## src/rtl/msg_framer.sv

```systemverilog
// msg_framer: turns a request (header + payload length) and a payload byte
// stream into framed head / data / tail beats, ending each message with an
// XOR checksum of the header and all payload bytes.
module msg_framer #(
   parameter int DATA_WIDTH = 8,
   parameter int LEN_WIDTH  = 4,
   parameter int GAP_CYCLES = 0
) (
   input  logic                  clock,
   input  logic                  reset,
   input  logic                  req_valid,
   output logic                  req_ready,
   input  logic [DATA_WIDTH-1:0] req_hdr,
   input  logic [LEN_WIDTH-1:0]  req_len,
   input  logic                  pay_valid,
   output logic                  pay_ready,
   input  logic [DATA_WIDTH-1:0] pay_data,
   input  logic                  out_hold,
   output logic                  valid,
   output logic                  head,
   output logic                  tail,
   output logic [DATA_WIDTH-1:0] data,
   output logic                  msg_done
);

   typedef enum logic [2:0] {
      ST_IDLE = 3'd0,
      ST_HEAD = 3'd1,
      ST_DATA = 3'd2,
      ST_TAIL = 3'd3,
      ST_GAP  = 3'd4
   } state_t;

   // The gap counter runs from GAP_CYCLES-1 down to 0, so GAP lasts exactly
   // GAP_CYCLES cycles before the framer returns to IDLE.
   localparam logic [3:0] GAP_LOAD = (GAP_CYCLES > 0) ? 4'(GAP_CYCLES - 1) : 4'd0;
   localparam logic [LEN_WIDTH-1:0] LEN_ONE = {{(LEN_WIDTH-1){1'b0}}, 1'b1};

   state_t                state_r;
   logic [DATA_WIDTH-1:0] hdr_r;
   logic [LEN_WIDTH-1:0]  remain_r;
   logic [DATA_WIDTH-1:0] csum_r;
   logic [3:0]            gap_r;
   logic                  pop_s;

   // Handshake readiness is decoded straight from the state.
   assign req_ready = (state_r == ST_IDLE);
   assign pay_ready = (state_r == ST_DATA) & ~out_hold;
   assign pop_s     = pay_ready & pay_valid;

   // Framing FSM with registered beat outputs.
   always_ff @(posedge clock) begin
      if (reset) begin
         state_r  <= ST_IDLE;
         hdr_r    <= '0;
         remain_r <= '0;
         csum_r   <= '0;
         gap_r    <= 4'd0;
         valid    <= 1'b0;
         head     <= 1'b0;
         tail     <= 1'b0;
         msg_done <= 1'b0;
         data     <= '0;
      end else begin
         // Markers default low; only an emitted beat raises them.
         valid    <= 1'b0;
         head     <= 1'b0;
         tail     <= 1'b0;
         msg_done <= 1'b0;
         case (state_r)
            ST_IDLE: begin
               if (req_valid) begin
                  hdr_r    <= req_hdr;
                  remain_r <= req_len;
                  csum_r   <= req_hdr;
                  state_r  <= ST_HEAD;
               end else begin
                  state_r  <= ST_IDLE;
               end
            end
            ST_HEAD: begin
               if (!out_hold) begin
                  valid   <= 1'b1;
                  head    <= 1'b1;
                  data    <= hdr_r;
                  state_r <= (remain_r != '0) ? ST_DATA : ST_TAIL;
               end else begin
                  state_r <= ST_HEAD;
               end
            end
            ST_DATA: begin
               if (pop_s) begin
                  valid    <= 1'b1;
                  data     <= pay_data;
                  csum_r   <= csum_r ^ pay_data;
                  remain_r <= remain_r - LEN_ONE;
                  state_r  <= (remain_r == LEN_ONE) ? ST_TAIL : ST_DATA;
               end else begin
                  state_r  <= ST_DATA;
               end
            end
            ST_TAIL: begin
               if (!out_hold) begin
                  valid    <= 1'b1;
                  tail     <= 1'b1;
                  msg_done <= 1'b1;
                  data     <= csum_r;
                  gap_r    <= GAP_LOAD;
                  state_r  <= (GAP_CYCLES > 0) ? ST_GAP : ST_IDLE;
               end else begin
                  state_r  <= ST_TAIL;
               end
            end
            ST_GAP: begin
               if (gap_r == 4'd0) begin
                  state_r <= ST_IDLE;
               end else begin
                  gap_r   <= gap_r - 4'd1;
                  state_r <= ST_GAP;
               end
            end
            default: begin
               state_r <= ST_IDLE;
            end
         endcase
      end
   end

endmodule

```

## config.mk

```make
export PLATFORM = sky130hd
export DESIGN_NAME = msg_framer
export DESIGN_NICKNAME = d
export VERILOG_FILES = /design/src/rtl/msg_framer.sv
export SDC_FILE = /design/constraint.sdc
export NUM_CORES = 1
export LEC_CHECK = 0
export ABC_AREA = 1
export CORE_UTILIZATION = 51
export DETAILED_ROUTE_END_ITERATION = 16
export PLACE_DENSITY = 0.83
export SLEW_MARGIN = 20
export SYNTH_ARGS = -nofsm -noshare
export SYNTH_HDL_FRONTEND = slang
export SYNTH_SLANG_ARGS = --single-unit
```

## constraint.sdc

```tcl
create_clock -name clock -period 1.4 [get_ports clock]
set_input_delay 0.21 -clock clock [delete_from_list [all_inputs] [get_ports clock]]
set_output_delay 0.21 -clock clock [all_outputs]
set_load 0.05 [all_outputs]
```

Word level (Yosys, flattened, before mapping)
Index checks and enable logic that the tools add are counted.
{ "word_totals": {"elab_cells": 64, "regBits": 38, "input_bits": 25, "output_inout_bits": 14} }
{ "op_classes": {"mux": 24, "bitwise_logic": 6, "n_reduce_logical": 13, "n_addsub": 2, "n_eq_ne": 10} }
{ "op_table": {"columns": ["operator", "n"], "rows": [
  ["two-way mux 8 bit", 5],
  ["one-hot mux 8 bit (3 select lines)", 1],
  ["two-way mux 4 bit", 4],
  ["one-hot mux 4 bit (2 select lines)", 2],
  ["one-hot mux 8 bit (2 select lines)", 1],
  ["one-hot mux 3 bit (5 select lines)", 1],
  ["inequality test 2 bit, second input constant", 5],
  ["subtractor 4 x 1 -> 4 bit, second input constant", 2],
  ["bitwise XOR 8 bit", 1],
  ["equality test 3 x 2 -> 1 bit, second input constant", 2],
  ["two-way mux 1 bit", 6],
  ["AND reduction 3 bit", 2],
  ["OR reduction 2 bit", 3],
  ["equality test 4 x 1 -> 1 bit, second input constant", 1],
  ["zero test 4 bit", 1],
  ["two-way mux 2 bit", 2],
  ["AND reduction 4 bit", 1],
  ["nonzero test 2 bit", 2],
  ["nonzero test 4 bit", 1],
  ["equality test 3 x 1 -> 1 bit, second input constant", 1],
  ["equality test 3 bit, second input constant", 1],
  ["zero test 3 bit", 1],
  ["two-way mux 3 bit", 1],
  ["inverter 1 bit", 3],
  ["other kinds (4)", 5]
]} }

Depth between registers and ports, before layout
Gate-level depths: netlist of the first run.
{ "logic_depth": {"word_depth": 5, "ltp_mapped": 10, "depth_no_buf": 10} }

Least setup slack after synthesis of the first run
No wires, ideal clock.
{ "synth_path": {"path_type": "register to register", "startpoint": "reg state_r[0]", "endpoint": "reg hdr_r[2]", "arrival_time_ns": 1.530, "slack_ns": -0.250, "t_required_ns": 1.281, "period_less_slack_ns": 1.650, "path_buffers": 1, "setup_ns": 0.119, "path_stages_with_launch": 8, "cell_sequence": "dfxtp_1 inv_2 nand2_2 nor2_2 nand2_4 buf_2 o21ai_0 a21oi_1"} }
{ "synth_via": {"elab_chain_cells": 2} }
{ "synth_rtl": {"columns": ["element", "line_no", "source"], "rows": [
  ["start, declared", "39", "state_t state_r;"],
  ["start signal, assigned", "86", "state_r <= (remain_r != '0) ? ST_DATA : ST_TAIL;"],
  ["start signal, assigned", "97", "state_r <= (remain_r == LEN_ONE) ? ST_TAIL : ST_DATA;"],
  ["start signal, assigned", "109", "state_r <= (GAP_CYCLES > 0) ? ST_GAP : ST_IDLE;"],
  ["zero test 3 bit", null, null],
  ["via req_ready", "12", "output logic req_ready,"],
  ["AND reduction 2 bit (no line)", null, null],
  ["end signal, assigned", "73", "hdr_r <= req_hdr;"],
  ["end, declared", "40", "logic [DATA_WIDTH-1:0] hdr_r;"]
]} }
The timed path passes the listed nets, and every way through them passes these cells.
A chain may end at the register's enable or synchronous reset.

Final worst setup path of the first run
{ "layout_path": {"startpoint": "reg state_r[1]", "endpoint": "reg gap_r[0]"} }
{ "layout_via": {"elab_chain_cells": 3, "elab_cells_between_ends": 7, "cone_classes": "eq/ne (4); mux (1); reduce/logical (2)"} }
{ "layout_rtl": {"columns": ["element", "line_no", "source"], "rows": [
  ["equality test 3 bit or equality test 3 x 2 -> 1 bit (tied branches)", "70", "case (state_r)"],
  ["inequality test 2 bit (no line) or nonzero test 2 bit (tied branches)", null, null],
  ["AND reduction 3 bit (no line)", null, null],
  ["end signal, assigned", "118", "gap_r <= gap_r - 4'd1;"],
  ["end, declared", "43", "logic [3:0] gap_r;"]
]} }
Several ways; a longest one is shown, not always the timed one.

==> results of run 1 <==
==> kinds of logic after synthesis <==
kind of cell / Yosys count
compound gates: 63
buf+inv: 35
xor+xnor: 8
simple gates: 128
flops: 38
fa+ha+maj: 4
==> state kept, by name, indices dropped and copies added (netlist names), 3 cells and up <==
register	cells
gap_r	4
data	8
csum_r	8
remain_r	4
hdr_r	8
state_r	3
==> through the flow <==
stage	worst slack (ns)	hold WS [ns]	setup TNS [ns]
2_1_floorplan	-0.02933	0.2893	-0.1408
4_1_cts	-0.002710	0.4612	-0.002710
3_3_place_gp	0.002435	0.4402	0
6_report	-0.03736	0.4620	-0.06610
3_5_place_dp	-0.03289	0.4506	-0.1926
5_1_grt	-0.04532	0.4863	-0.2583
==> synthesized netlist by cell type <==
cell type / count / area, um2
o31ai_1: 1 / 7.510
nor3_1: 2 / 10.01
nand3b_1: 1 / 7.510
xnor2_1: 8 / 70.07
or2_2: 1 / 6.260
nor2_8: 1 / 20.02
o21ai_0: 20 / 100.1
nand3_4: 1 / 17.52
inv_2: 7 / 26.28
o211ai_1: 7 / 52.55
buf_6: 1 / 11.26
clkbuf_1: 4 / 15.01
nor2_1: 32 / 120.1
nand2_2: 5 / 31.28
a21oi_1: 15 / 75.07
dfxtp_1: 38 / 760.7
inv_1: 18 / 67.56
o21ai_2: 1 / 8.760
nand2_4: 2 / 22.52
o21ai_1: 9 / 45.04
nand3_2: 1 / 10.01
a21oi_2: 9 / 78.83
a31oi_1: 1 / 6.260
nand2_1: 61 / 229.0
nor2_2: 2 / 12.51
nor2_4: 2 / 22.52
buf_4: 1 / 7.510
nand4_1: 3 / 18.77
ha_1: 4 / 50.05
nand3_1: 14 / 70.07
buf_2: 4 / 20.02
==> layer usage <==
metal / vias up / wire [um]
li1: 1022 / -
met1: 958 / 2428
met2: 77 / 2722
met3: 26 / 245
met4: 0 / 179
met5: - / 0
==> worst min-delay path by stage <==
stage / from / end / slack, ns / depth (start not counted)
finish: hdr_r[5] / hdr_r[5] / 0.46 / 2
global route: hdr_r[6] / hdr_r[6] / 0.49 / 2
CTS: hdr_r[1] / hdr_r[1] / 0.46 / 2
detailed placement: hdr_r[1] / hdr_r[1] / 0.45 / 2
global placement: hdr_r[2] / hdr_r[2] / 0.44 / 2
floorplan: out_hold / msg_done / 0.29 / 1
==> worst reg2reg max path: stages, from the launching register on <==
cell and delay (ns):
dfxtp_4 0.37, buf_4 0.12, nand3_1 0.14, buf_4 0.17, o31ai_1 0.39, a21oi_1 0.11
==> repair_timing <==
action                     in CTS  in global routing
setup endpoints to repair       2                 20
gates resized for setup         6                 14
pin swaps                       4                  4
buffers inserted                5                  2
hold endpoints to repair        0                  0
==> cell type report <==
| cell class | count | area, um2 | share of cell area |
|---|---|---|---|
| Multi-Input combinational cell | 203 | 1129 | 0.3875 |
| Sequential cell | 38 | 774.5 | 0.2659 |
| Timing Repair Buffer | 64 | 769.5 | 0.2642 |
| Inverter | 25 | 101.3 | 0.03479 |
| Clock buffer | 5 | 68.82 | 0.02363 |
| Tap cell | 48 | 60.06 | 0.02062 |
| Clock inverter | 2 | 10.01 | 0.003436 |
==> report_power, final <==
group          switching, mW  internal, mW  leakage [nW]
combinational          0.504         0.444         0.845
sequential            0.0807          1.17         0.315
clock                  0.391         0.334        0.0438
==> flow_summary.ini, run 1 <==
[sta]
clock_skew_ns = 0.004399
fmax_ghz = 0.6957
tightest_slew_ns = 0.4129
fin_crit_ns = 1.437
finalSetupViolCount = 3
slew_headroom = 0.7224
fin_crit_sh = 1.027
rsz0062_at_grt = yes
hold_viol_final = 0
slew_viol_final = 0
setup_slack_ns = -0.03736

[layout]
design_area_mm2 = 0.002913
antennaDiodeCount = 0
layout_commonest_cell = nand2_1
fill_cells = 251
final_cell_mix = nand2_1, dfxtp_1, nor2_1
final_cells = 385
final_core_util = 0.7838
areaGrowthSynthToFinish_pct = 45.59
final_nets = 366
drive_gt1_frac = 0.2641

[placed_design]
routabilityCongestion = 0.8406
placed_cell_area_mm2 = 0.002733
dp.cells = 371
portBuffers = 38
hpwl_um = 3648

[worst_setup_path]
r2r_end = gap_r[0]
worstSetupPathType = register to register
startpoint = state_r[1]
reg2reg_depth = 5
path_cells = buf_4 -> nand3_1 -> buf_4 -> o31ai_1 -> a21oi_1
cp_top_family = compound AO/OA/AOI/OAI gates
path_buf_inv = 2
cp-endpoint = gap_r[0]
r2r-start = state_r[1]
cp_common_cell = buf_4
slowest_stage = o31ai_1
cp-start-kind = register
max_stage_delay_ns = 0.39
r2r_slack_ns = -0.04
required_ns = 1.56
crit_fanout = 3
worst-path-stages = 5
cp.arrival_ns = 1.59
critPathCaptureType = register

[clock_network]
clockRootBuffer = clkbuf_8
clk_path_buf_depth = 2
clk_latency_ns = 0.30
numCtsBuffers = 5
clkTransAtPathRegs_ns = 0.08
cts_htree_levels = 2
cts_tree = yes
numClockSinks = 38
holdBufCountCts = 0

[routing]
first_pass_iters = 4
drc = 0
wl_per_cell_um = 14.48
ant_nets = 0
routed_via_density = 5.410
vias = 2083
drtIter0Drc = 147
wirelength_um = 5575

[floorplan]
dieArea_mm2 = 0.004177
rows = 22
die_x_um = 64.63
io_pins = 39
core-area_mm2 = 0.003716
chipHeight_um = 64.63
start_util = 0.5384

[synthesis]
seq_area_frac_synth = 0.3802
synth_compound_area_frac = 0.1870
yosys_warnings = 0
synthAdderAreaFrac = 0.02502
syn-num-nets = 305
netlist_instances = 276
synth.avg_cell_area_um2 = 7.249
yosys.area_share.simple = 0.2989
yosys-mux-area-fraction = 0
synth_seq_cells = 38
synth_cell_type_count = 31
syn-cell-area_mm2 = 0.002001
synth_top_family_by_area = simple AND/OR/NAND/NOR gates
synth_xor_area_frac = 0.03502

[global_route]
grt_pass1_wl_um = 8963
globalRoute.totalOverflow = 0
grt_pass1_vias = 2010
grtUsageMet2 = 0.4632
gr-usage-met1 = 0.3384
grt_max_degree = 21
met3_usage = 0.07394
antenna_found_initial = 0
grt_busiest_layer = met2
track_usage = 0.2836

[job]
drv_cap = 0

[pwr]
power.total_mw = 2.927
vdd_drop_max_mv = 0.6088
power_density_mw_per_mm2 = 1005
leakagePower_nw = 1.203

[outcome]
violations = negative setup slack
status = complete, but fails checks

[hold_path]
hold_path.class = register to register
Power figures use the tool's default switching activity.
==> inputs of run 2 (changes only) <==
--- a/config.mk
+++ b/config.mk
@@ -8,7 +8,8 @@
 export ABC_AREA = 1
 export CORE_UTILIZATION = 51
 export DETAILED_ROUTE_END_ITERATION = 16
-export PLACE_DENSITY = 0.83
+export GPL_ROUTABILITY_DRIVEN = 0
+export PLACE_DENSITY = 0.81
 export SLEW_MARGIN = 20
 export SYNTH_ARGS = -nofsm -noshare
 export SYNTH_HDL_FRONTEND = slang
==> run 2 against run 1 <==
  * The flow still finishes with violations (negative setup slack)
  * Non-clock buffer count down 2
  * Register-to-register slack better by 0.02 ns
  * Worst setup slack got worse by 0.0043 ns
  * Count of clock-buffer cells in the layout increased by 2
  * Sequential share of layout area fell by 0.37 points
  * Largest cell class unchanged
  * Total power grew 3.1%
  * Utilization up 0.84 points
  * Via count rose by 5.6%
  * Routed wire length increased by 4.5%
==> flow_summary.ini, run 2 (same netlist as run 1, synthesis figures left out) <==
[outcome]
status = complete, but fails checks
violations = negative setup slack

[floorplan]
start_util = 0.5384
core-area_mm2 = 0.003716
rows = 22
die_x_um = 64.63
chipHeight_um = 64.63
io_pins = 39
dieArea_mm2 = 0.004177

[routing]
ant_nets = 0
wirelength_um = 5826
vias = 2199
wl_per_cell_um = 15.13
drc = 0
first_pass_iters = 5
routed_via_density = 5.712
drtIter0Drc = 309

[sta]
finalSetupViolCount = 5
tightest_slew_ns = 0.5964
rsz0062_at_grt = yes
fin_crit_ns = 1.442
slew_viol_final = 0
fmax_ghz = 0.6936
clock_skew_ns = 0.004521
fin_crit_sh = 1.030
setup_slack_ns = -0.04170
hold_viol_final = 0
hold_slack_ns = 0.4630
slew_headroom = 0.6020
setup_tns_ns = -0.08031

[layout]
final_cell_mix = nand2_1, dfxtp_1, nor2_1
final_core_util = 0.7923
areaGrowthSynthToFinish_pct = 47.15
drive_gt1_frac = 0.2671
final_nets = 365
design_area_mm2 = 0.002944
layout_commonest_cell = nand2_1
antennaDiodeCount = 0
largest_registers = csum_r: 8 flops, data: 8 flops, hdr_r: 8 flops
final_cells = 385

[clock_network]
cts_htree_levels = 2
clk_latency_ns = 0.30
cts_tree = yes
clk_path_buf_depth = 2
clkTransAtPathRegs_ns = 0.07
numClockSinks = 38
numCtsBuffers = 5
clockRootBuffer = clkbuf_8
holdBufCountCts = 0

[worst_setup_path]
r2r-start = state_r[0]
crit_fanout = 4
required_ns = 1.19
critPathCaptureType = output port
worstSetupPathType = register to output port
cp-start-kind = register
startpoint = state_r[1]
cp.arrival_ns = 1.23

[placed_design]
portBuffers = 38
placed_cell_area_mm2 = 0.002655
hpwl_um = 3281
dp_slack_ns = -0.07297
dp.cells = 364

[pwr]
power.total_mw = 3.018
power_density_mw_per_mm2 = 1025
vdd_drop_max_mv = 0.6091
leakagePower_nw = 1.192

[hold_path]
hold_start = hdr_r[5]
hold_path.class = register to register

[global_route]
track_usage = 0.2604
grt_pass1_vias = 1873
grt_max_degree = 21
grt_pass1_wl_um = 8445
globalRoute.totalOverflow = 0
antenna_found_initial = 0

[job]
drv_cap = 0
run 2: cell types whose count changed in the layout (fill, tap and decap cells not counted), sizes merged:
cell	delta
nand2	+1
buf	-2
clkinv	-1
clkbuf	+2
run 2: worst paths after layout:
path	endpoint	slack (ns)	depth (start not counted)
max	pay_ready	-0.04	5
min	hdr_r[5]	0.46	2
max reg2reg	hdr_r[1]	-0.02	8
min reg2reg	hdr_r[5]	0.46	2
run 2: power by group:
part           switching (mW)  internal [mW]
registers              0.0758           1.17
clock network           0.400          0.398
logic                   0.528          0.444
run 2: repair_timing:
| action | 4_1_cts | 5_1_grt |
|---|---|---|
| gates resized for setup | 6 | 22 |
| gates cloned | 1 | 0 |
| setup endpoints to repair | 10 | 18 |
| pin swaps | 4 | 13 |
| buffers inserted | 5 | 8 |
run 2: area by class of cell:
cell class,count,area [um2]
clock buffers,7,86.33
clock inverters,1,5.005
fillers,237,772.0
inverters,25,106.4
multi-input cells,204,1165
flip-flops and latches,38,772.0
well taps,48,60.06
repair buffers,62,749.5
run 2: routing by layer:
layer  vias up  global-route usage  wire length, um
met5         -                   0                0
met2       127              0.4382             2835
met1      1024              0.3370             2337
met3        24             0.04577              460
met4         0             0.08056              193
li1       1024                   -                -
run 2: worst max-delay path, cell delays in order, from the launching register on:
cell and delay [ns]:
dfxtp_2 0.35, inv_4 0.05, nor2_4 0.17, nand2_8 0.07, nor2_4 0.14, buf_12 0.14
